[src/rtl/reset_pkg.sv]
// Shared types and helpers for the reset controller and its button debouncer.
package reset_pkg;

   typedef enum logic [1:0] {
      HOLD    = 2'd0,
      RUN     = 2'd1,
      TRAPPED = 2'd2
   } reset_state_t;

   typedef enum logic [1:0] {
      CAUSE_POR    = 2'd0,
      CAUSE_BUTTON = 2'd1,
      CAUSE_TRAP   = 2'd2
   } reset_cause_t;

   localparam logic [7:0] COUNT_MAX = 8'd255;

   // Width of a down/up counter that must hold values 0 .. n-1 (at least one bit).
   function automatic int cnt_width(input int n);
      return (n > 1) ? $clog2(n) : 1;
   endfunction

   // Restart counter increment that sticks at its maximum.
   function automatic logic [7:0] sat_inc(input logic [7:0] v);
      if (v == COUNT_MAX) begin
         return v;
      end else begin
         return v + 8'd1;
      end
   endfunction

endpackage

[src/rtl/reset_controller_debounce.sv]
// Button conditioning: two-flop synchronizer followed by a stability filter.
// The debounced level only flips after the synchronized level has disagreed
// with it for CYCLES consecutive clocks.
module debounce
   import reset_pkg::*;
#(
   parameter int CYCLES = 20000
) (
   input  logic clk,
   input  logic power_on_reset,
   input  logic in_n,
   output logic pressed
);

   localparam int            CW       = cnt_width(CYCLES);
   localparam logic [CW-1:0] CNT_LAST = CW'(CYCLES - 1);

   logic          sync1_q, sync1_d;
   logic          sync2_q, sync2_d;
   logic [CW-1:0] cnt_q, cnt_d;
   logic          pressed_q, pressed_d;
   logic          pressed_raw_s;

   assign pressed_raw_s = ~sync2_q;
   assign pressed       = pressed_q;

   // Next-state for the synchronizer chain and the stability counter.
   always_comb begin
      sync1_d   = in_n;
      sync2_d   = sync1_q;
      cnt_d     = '0;
      pressed_d = pressed_q;
      if (pressed_raw_s == pressed_q) begin
         cnt_d = '0;
      end else if (cnt_q == CNT_LAST) begin
         pressed_d = pressed_raw_s;
         cnt_d     = '0;
      end else begin
         cnt_d = cnt_q + CW'(1);
      end
   end

   // Registers; reset leaves the button seen as released.
   always_ff @(posedge clk or posedge power_on_reset) begin
      if (power_on_reset) begin
         sync1_q   <= 1'b1;
         sync2_q   <= 1'b1;
         cnt_q     <= '0;
         pressed_q <= 1'b0;
      end else begin
         sync1_q   <= sync1_d;
         sync2_q   <= sync2_d;
         cnt_q     <= cnt_d;
         pressed_q <= pressed_d;
      end
   end

endmodule

[src/rtl/reset_controller.sv]
// Core reset sequencer: stretches reset after power-on and button presses,
// and restarts (or parks) the core after a trap. Reports last cause and a
// saturating count of non-power-on resets.
module reset_controller
   import reset_pkg::*;
#(
   parameter int DEBOUNCECYCLES = 20000,
   parameter int HOLDCYCLES     = 16,
   parameter int TRAPWAITCYCLES = 2000000,
   parameter int AUTORESTART    = 1
) (
   input  logic       clk,
   input  logic       power_on_reset,
   input  logic       btn_n,
   input  logic       trap,
   output logic       system_reset,
   output logic       trapped,
   output logic [1:0] reset_cause,
   output logic [7:0] reset_count
);

   localparam int            HW        = cnt_width(HOLDCYCLES);
   localparam int            TW        = cnt_width(TRAPWAITCYCLES);
   localparam logic [HW-1:0] HOLD_LAST = HW'(HOLDCYCLES - 1);
   localparam logic [TW-1:0] TRAP_LAST = TW'(TRAPWAITCYCLES - 1);

   reset_state_t  state_q, state_d;
   logic [HW-1:0] hold_q, hold_d;
   logic [TW-1:0] trap_cnt_q, trap_cnt_d;
   reset_cause_t  cause_q, cause_d;
   logic [7:0]    count_q, count_d;
   logic          system_reset_q, system_reset_d;
   logic          trapped_q, trapped_d;
   logic          pressed_s;

   debounce #(.CYCLES(DEBOUNCECYCLES)) u_debounce (
      .clk            (clk),
      .power_on_reset (power_on_reset),
      .in_n           (btn_n),
      .pressed        (pressed_s)
   );

   assign system_reset = system_reset_q;
   assign trapped      = trapped_q;
   assign reset_cause  = cause_q;
   assign reset_count  = count_q;

   // Next-state, counters and registered outputs derived from the next state.
   always_comb begin
      state_d    = state_q;
      hold_d     = hold_q;
      trap_cnt_d = trap_cnt_q;
      cause_d    = cause_q;
      count_d    = count_q;
      case (state_q)
         HOLD: begin
            if (pressed_s) begin
               hold_d = HOLD_LAST;
            end else if (hold_q == '0) begin
               state_d = RUN;
            end else begin
               hold_d = hold_q - HW'(1);
            end
         end
         RUN: begin
            if (pressed_s) begin
               state_d = HOLD;
               hold_d  = HOLD_LAST;
               cause_d = CAUSE_BUTTON;
               count_d = sat_inc(count_q);
            end else if (trap) begin
               state_d    = TRAPPED;
               trap_cnt_d = TRAP_LAST;
            end else begin
               state_d = RUN;
            end
         end
         TRAPPED: begin
            if (pressed_s) begin
               state_d = HOLD;
               hold_d  = HOLD_LAST;
               cause_d = CAUSE_BUTTON;
               count_d = sat_inc(count_q);
            end else if (AUTORESTART != 0) begin
               if (trap_cnt_q == '0) begin
                  state_d = HOLD;
                  hold_d  = HOLD_LAST;
                  cause_d = CAUSE_TRAP;
                  count_d = sat_inc(count_q);
               end else begin
                  trap_cnt_d = trap_cnt_q - TW'(1);
               end
            end else begin
               trap_cnt_d = trap_cnt_q;
            end
         end
         default: begin
            state_d = HOLD;
            hold_d  = HOLD_LAST;
         end
      endcase
      system_reset_d = (state_d == HOLD);
      trapped_d      = (state_d == TRAPPED);
   end

   // State, counter and output registers; power-on reset forces reset values.
   always_ff @(posedge clk or posedge power_on_reset) begin
      if (power_on_reset) begin
         state_q        <= HOLD;
         hold_q         <= HOLD_LAST;
         trap_cnt_q     <= '0;
         cause_q        <= CAUSE_POR;
         count_q        <= 8'd0;
         system_reset_q <= 1'b1;
         trapped_q      <= 1'b0;
      end else begin
         state_q        <= state_d;
         hold_q         <= hold_d;
         trap_cnt_q     <= trap_cnt_d;
         cause_q        <= cause_d;
         count_q        <= count_d;
         system_reset_q <= system_reset_d;
         trapped_q      <= trapped_d;
      end
   end

endmodule
[config.mk]
export PLATFORM = sky130hd
export DESIGN_NAME = reset_controller
export DESIGN_NICKNAME = d
export VERILOG_FILES = /design/src/rtl/reset_pkg.sv /design/src/rtl/reset_controller_debounce.sv /design/src/rtl/reset_controller.sv
export SDC_FILE = /design/constraint.sdc
export NUM_CORES = 1
export LEC_CHECK = 0
export ABC_AREA = 0
export BUFFER_PORTS_ARGS = -buffer_cell sky130_fd_sc_hd__buf_2
export CAP_MARGIN = 20
export CORE_MARGIN = 3
export CORE_UTILIZATION = 49
export DETAILED_ROUTE_END_ITERATION = 6
export MAX_ROUTING_LAYER = met4
export PLACE_DENSITY = 0.66
export RECOVER_POWER = 50
export SYNTH_ARGS = -nofsm -noshare
export SYNTH_HDL_FRONTEND = slang
export SYNTH_SLANG_ARGS = --single-unit
export TNS_END_PERCENT = 5
[constraint.sdc]
create_clock -name clk -period 3 [get_ports clk]
set_input_delay 0 -clock clk [delete_from_list [all_inputs] [get_ports clk]]
set_output_delay 0 -clock clk [all_outputs]
set_load 0.005 [all_outputs]
==> flow_summary.toml, run 1 <==
[synthesis]
synthXorXnorAreaFrac_pct = 5.66
synth_nets = 334
synth_mux_area_share_pct = 2.14
async_reset_ff_share_pct = 100
yosysWarnings = 0
synthAdderAreaFrac_pct = 3.23
synthCells = 322
synth_seq_cells = 57
postSynthAreaPerCell_um2 = 9.61
synth-edff-count = 0
synth_area_um2 = 3090
ys_types = 57
seq_area_frac_synth_pct = 46.4
synth-compound-area-share_pct = 15.3
synth_ff_type = "dfrtp_1"
synth-simple-area-share_pct = 23.3
synth_top_family_by_area = "simple AND/OR/NAND/NOR gates"

[critical_path]
crit_type = "flop to flop"
critical_path.endpoint = "reset_count[1]"
worst_setup_path_end_kind = "flop"
r2r-start = "trap_cnt_q[0]"
worstReg2RegEnd = "reset_count[1]"
start_kind = "flop"
crit_start = "trap_cnt_q[0]"
r2r_slack_ns = 0.30
cp_max_fo = 7
worstPathRequired_ns = 3.21
rr_worst_depth = 7
worstPathArrival_ns = 2.92

[finish]
num-nets-final = 353
diodes = 0
nFillCells = 561
multi_input_area_um2 = 1540
final_common_cell = "dfrtp_1"
regArea_um2 = 1440
syn_to_final_growth_pct = 11.1
drive_gt1_share_pct = 13.9
most-common-layout-cells = "dfrtp_1, nor2_1, nand2_1"

[sta]
tightest_slew_ns = 1.10
finalCriticalPeriod_ns = 2.70
fin_crit_sh_pct = 90.1
final-hold-violation-count = 0
slew_headroom_pct = 26.6
clock_skew_ns = 0.00968
slew_violations = 0
timing.fmax_mhz = 370
fin_ws_ns = 0.297
finalSetupTns_ns = 0
finalSetupViolCount = 0
rsz0062_at_grt = "false"
whs_ns = 0.0869

[detailed_routing]
drcViolationCount = 0
drtAntennaViolNets = 0
wl_per_cell_um = 15.4
vias = 2423
drtIter0Drc = 144
dr.pass1.iters = 5
wirelength_mm = 6.50
viasPerCell = 5.76

[pwr]
netSwitchingPower_uw = 921
switching_share_pct = 35.5
intPower_mw = 1.67
p_leak_nw = 1.43
combPwrFrac_pct = 30.8
power.share.sequential_pct = 41.2
p_clk_share_pct = 28.0
powerDensity_nw_per_um2 = 754
p_total_mw = 2.59
ir_worst_vdd_mv = 0.439

[clock_tree]
htreeDepth = 3
cts_made_buffers = 9
cts_tree = "done"
cts_resized = 0
postCtsSetupBuffers = 0
clock_latency_ns = 0.33
cts.sinks = 57
root_buffer = "clkbuf_8"
clock_path_buffers = 2
cts.reportedPaths.clkPinSlew_ns = 0.06

[run]
maxCapViolations = 0

[place]
gp_congestion = 0.818
port_buffers = 15
dp_hpwl_mm = 4.48
post-place-ws_ns = 0.324

[status]
status = "completed"

[floorplan]
die_w_um = 85.5
core-area_um2 = 6030
dieArea_um2 = 7300
ios = 16
die_y_um = 85.5
row_count = 28
start_util_pct = 51.3

[worst_hold_path]
hold_depth = 4
min_path_type = "primary input to flop"

[global_routing]
grt_usage_pct = 20.2
overflow = 0
grt_pass1_vias = 2430
grt_pass1_wl_mm = 11.3
antenna_found_initial = 0
grt_max_degree = 31
-- cell type report --
class,instances,share of cell area (%)
clock buffers,13,4.62
clock inverters,3,1.16
inverters,17,1.86
multi-input cells,236,44.7
flip-flops and latches,57,41.7
well taps,75,2.73
repair buffers,20,3.24
-- how the worst min path moves through the flow --
stage,from,to,slack (ns)
final,trap,state_q[1],0.09
after global routing,trap,state_q[1],0.12
after CTS,trap,state_q[1],0.06
after detailed placement,power_on_reset,u_debounce.cnt_q[0],0.11
after global placement,btn_n,u_debounce.sync1_q,0.11
after floorplan,btn_n,u_debounce.sync1_q,0.004
-- cells in the mapped netlist (2+ instances only) --
| master | n | area, um^2 |
|---|---|---|
| a211o_1 | 2 | 17.5 |
| a21o_1 | 2 | 15.0 |
| a21oi_1 | 12 | 60.1 |
| a22o_1 | 3 | 26.3 |
| a22oi_1 | 2 | 15.0 |
| a31oi_1 | 4 | 25.0 |
| a32o_1 | 2 | 20.0 |
| and3_1 | 7 | 43.8 |
| and4_1 | 2 | 17.5 |
| buf_6 | 2 | 22.5 |
| clkbuf_1 | 10 | 37.5 |
| dfrtp_1 | 50 | 1250 |
| dfstp_2 | 7 | 184 |
| ha_1 | 8 | 100 |
| inv_1 | 17 | 63.8 |
| mux2i_1 | 4 | 40.0 |
| nand2_1 | 22 | 82.6 |
| nand2b_1 | 4 | 25.0 |
| nand3_1 | 19 | 95.1 |
| nand4_1 | 5 | 31.3 |
| nor2_1 | 30 | 113 |
| nor2b_1 | 3 | 18.8 |
| nor3_1 | 10 | 50.1 |
| nor3b_1 | 2 | 15.0 |
| nor4_1 | 5 | 31.3 |
| o211ai_1 | 4 | 30.0 |
| o21ai_0 | 21 | 105 |
| o311ai_0 | 2 | 17.5 |
| o31ai_1 | 2 | 15.0 |
| o41ai_1 | 2 | 17.5 |
| or2_2 | 2 | 12.5 |
| or3_1 | 9 | 56.3 |
| or4_1 | 3 | 22.5 |
| or4_4 | 2 | 22.5 |
| xnor2_1 | 10 | 87.6 |
| xor2_1 | 10 | 87.6 |
-- routing by layer --
| layer | up-vias | GRT usage [%] | wire, um |
|---|---|---|---|
| li1 | 1208 | - | - |
| met1 | 1165 | 25.5 | 2910 |
| met2 | 40 | 30.6 | 3220 |
| met3 | 10 | 3.88 | 231 |
| met4 | 0 | 10.6 | 131 |
| met5 | - | - | 0 |
-- critical path, stage by stage, from the launching register on --
cell and delay (ns):
dfrtp_1 0.40, inv_1 0.10, ha_1 0.18, or4b_1 0.53, or3_1 0.55, o21ai_4 0.27, and3_4 0.23, mux2_1 0.31
-- power by group through the flow --
stage | logic [mW] | registers, mW | clock network, mW
after global placement | 0.786 | 1.07 | 0
final | 0.798 | 1.07 | 0.727
after global routing | 0.905 | 1.10 | 0.773
after detailed placement | 0.806 | 1.08 | 0
after floorplan | 0.608 | 1.04 | 0
after CTS | 0.811 | 1.07 | 0.746
-- repair_timing --
| item | CTS | global route |
|---|---|---|
| setup endpoints to repair | 0 | 0 |
| hold buffers | 2 | 0 |
| hold endpoints to repair | 24 | 0 |
-- metrics by stage --
| step | utilization [%] | area (um^2) | instances |
|---|---|---|---|
| after CTS | 57.2 | 3440 | 421 |
| after detailed placement | 53.5 | 3230 | 403 |
| after floorplan | - | 3090 | 322 |
| final | 57.1 | 3440 | 421 |
| after global placement | 53.5 | 3230 | 403 |
| after global routing | 57.1 | 3440 | 421 |
-- kinds of logic after synthesis --
group           Yosys count
buf+inv                  29
compound gates           69
xor+xnor                 20
flops                    57
fa+ha+maj                 8
mux                       6
simple gates            133
-- flip-flops by register name, indices dropped and copies added, names as in the netlist --
signal / flops
u_debounce.sync2_q: 1
u_debounce.cnt_q: 15
state_q: 2
trap_cnt_q: 21
u_debounce.sync1_q: 1
u_debounce.pressed: 1
trapped: 1
hold_q: 4
reset_cause: 2
system_reset: 1
reset_count: 8
(Power assumes the default switching activity.)
==> inputs of run 2 (changes only) <==
--- a/config.mk
+++ b/config.mk
@@ -6,6 +6,7 @@
 export NUM_CORES = 1
 export LEC_CHECK = 0
 export ABC_AREA = 0
+export ABC_CLOCK_PERIOD_IN_PS = 3000
 export BUFFER_PORTS_ARGS = -buffer_cell sky130_fd_sc_hd__buf_2
 export CAP_MARGIN = 20
 export CORE_MARGIN = 3
@@ -16,5 +17,6 @@
 export RECOVER_POWER = 50
 export SYNTH_ARGS = -nofsm -noshare
 export SYNTH_HDL_FRONTEND = slang
+export SYNTH_HIERARCHICAL = 1
 export SYNTH_SLANG_ARGS = --single-unit
 export TNS_END_PERCENT = 5
==> flow_summary.toml, run 2 <==
[global_routing]
met1_usage_pct = 25.8
grt_pass1_wl_mm = 10.6
overflow = 0
grt_usage_pct = 18.6
grt_pass1_vias = 2244
grt-busiest-layer = "met2"
met2_usage_pct = 27.3
grt_max_degree = 40
antenna_found_initial = 0
grt_use_met3_pct = 3.69

[finish]
final_common_cell = "dfrtp_1"
num-nets-final = 337
fin_util_pct = 57.7
diodes = 0
syn_to_final_growth_pct = 13.0
drive_gt1_share_pct = 17.9
most-common-layout-cells = "dfrtp_1, nor2_1, xor2_1"
largest_reg_flops = 21
nFillCells = 514
largest_register = "trap_cnt_q"

[synthesis]
synth-edff-count = 0
synth_nets = 313
seq_area_frac_synth_pct = 47.0
yosys-top-cells-count = "dfrtp_1, nor2_1, xor2_1"
netlist.area_leader.share_pct = 40.9
yosys.area.top_type = "dfrtp_1"
yosysWarnings = 6
ys_types = 58
synth_ff_type = "dfrtp_1"
synthCells = 301
synth_area_um2 = 3060
synthTopCellsByArea = "dfrtp_1, dfstp_2, nor2_1, xor2_1, ha_1"
synth_seq_cells = 57
async_reset_ff_share_pct = 100
synth_most_common_cell = "dfrtp_1"
postSynthAreaPerCell_um2 = 10.2

[sta]
clock_skew_ns = 0.00788
fin_crit_sh_pct = 84.8
slew_violations = 40
tightest_slew_ns = 2.03
timing.fmax_mhz = 393
final-hold-violation-count = 0
slew_headroom_pct = -35.2
rsz0062_at_grt = "false"
finalSetupViolCount = 0
finalSetupTns_ns = 0
finalCriticalPeriod_ns = 2.54

[critical_path]
worstPathRequired_ns = 3.20
crit_type = "flop to flop"
cp_max_fo = 8
start_kind = "flop"
worstPathArrival_ns = 2.74
worst_setup_path_end_kind = "flop"

[clock_tree]
cts.sinks = 57
cts_made_buffers = 9
clock_path_buffers = 2
cts_tree = "done"
postCtsSetupBuffers = 0
root_buffer = "clkbuf_8"
clock_latency_ns = 0.32
cts.reportedPaths.clkPinSlew_ns = 0.07
htreeDepth = 3

[floorplan]
ios = 16
start_util_pct = 51.0
dieArea_um2 = 7220
die_w_um = 85.0
row_count = 28
core-area_um2 = 5990
die_y_um = 85.0

[detailed_routing]
drcViolationCount = 0
viasPerCell = 5.58
drtAntennaViolNets = 0
drtIter0Drc = 80
dr.pass1.iters = 4
wl_per_cell_um = 14.5
vias = 2259
wirelength_mm = 5.87

[pwr]
ir_worst_vdd_mv = 0.534
powerDensity_nw_per_um2 = 690
p_leak_nw = 1.42

[status]
status = "complete, but fails checks"
violations = "capacitance limit, slew limit"

[run]
maxCapViolations = 1

[place]
dp_hpwl_mm = 4.19
port_buffers = 15
gp_congestion = 0.791

[worst_hold_path]
min_path_type = "primary input to flop"
run 2: cell types whose count changed after synthesis, sizes merged, moves of 3 or more:
cell	change
a211oi	+3
a22o	-3
a31oi	+5
and3	-4
and4	+6
clkbuf	-3
inv	-4
nand2	-11
nand3	-5
nor2	+5
nor4	+7
o21a	+3
o21ai	-8
xor2	+4
run 2: kinds of logic after synthesis:
| group | share of synthesized area [%] |
|---|---|
| compound gates | 13.5 |
| xor+xnor | 6.30 |
| fa+ha+maj | 3.27 |
| buf+inv | 3.23 |
| flops | 47.0 |
| mux | 1.02 |
| simple gates | 25.7 |
run 2: critical path, cell delays in order (launching register included):
cell,delay (ns)
dfrtp_1,0.42
inv_1,0.07
ha_1,0.20
or4b_4,0.54
nor4_4,0.36
a21boi_2,0.19
nor3_2,0.29
mux2_1,0.34
run 2: where the power goes:
| part | internal, mW | switching [mW] | total (mW) | leakage (nW) |
|---|---|---|---|---|
| combinational | 0.241 | 0.342 | 0.583 | 0.622 |
| sequential | 0.896 | 0.121 | 1.02 | 0.688 |
| clock | 0.489 | 0.297 | 0.786 | 0.113 |
run 2: metrics by stage:
stage	worst slack (ns)	power [mW]	hold WS (ns)	instances	instance area (um^2)
floorplan	0.628	1.42	-0.0629	301	3060
global placement	0.543	1.59	0.107	387	3220
detailed placement	0.481	1.61	0.110	387	3220
CTS	0.455	2.40	0.114	405	3460
global route	0.289	2.54	0.145	405	3450
finish	0.457	2.39	0.117	405	3450
run 2: area by class of cell:
type	count	area, um^2	share of cell area, %
sequential	57	1440	41.5
tap	75	93.8	2.72
timing repair buffer	23	134	3.88
inverter	13	48.8	1.41
clock buffer	11	141	4.09
clock inverter	5	78.8	2.28
multi-input combinational	221	1520	44.1
run 2: final timing paths:
| kind | slack [ns] | end | from | cells after the start |
|---|---|---|---|---|
| setup / recovery | 0.46 | reset_count[1] | trap_cnt_q[0] | 7 |
| min in group asynchronous | 0.31 | u_debounce/cnt_q[3] | power_on_reset | 3 |
| hold reg to reg | 0.36 | u_debounce/sync2_q | u_debounce/sync1_q | 0 |
| setup reg to reg | 0.46 | reset_count[1] | trap_cnt_q[0] | 7 |
| max in group asynchronous | 0.88 | trap_cnt_q[7] | power_on_reset | 4 |
| hold / removal | 0.12 | state_q[1] | trap | 3 |
run 2: layer usage:
layer | part of all wire, % | vias to the layer above
met5 | 0 | -
met4 | 0.60 | 0
met3 | 1.8 | 4
met2 | 46 | 18
met1 | 52 | 1079
li1 | - | 1158
run 2: what timing repair did:
item                      in CTS  in global routing
gates resized for setup        0                  0
hold endpoints to repair      51                  0
hold buffers                   2                  0
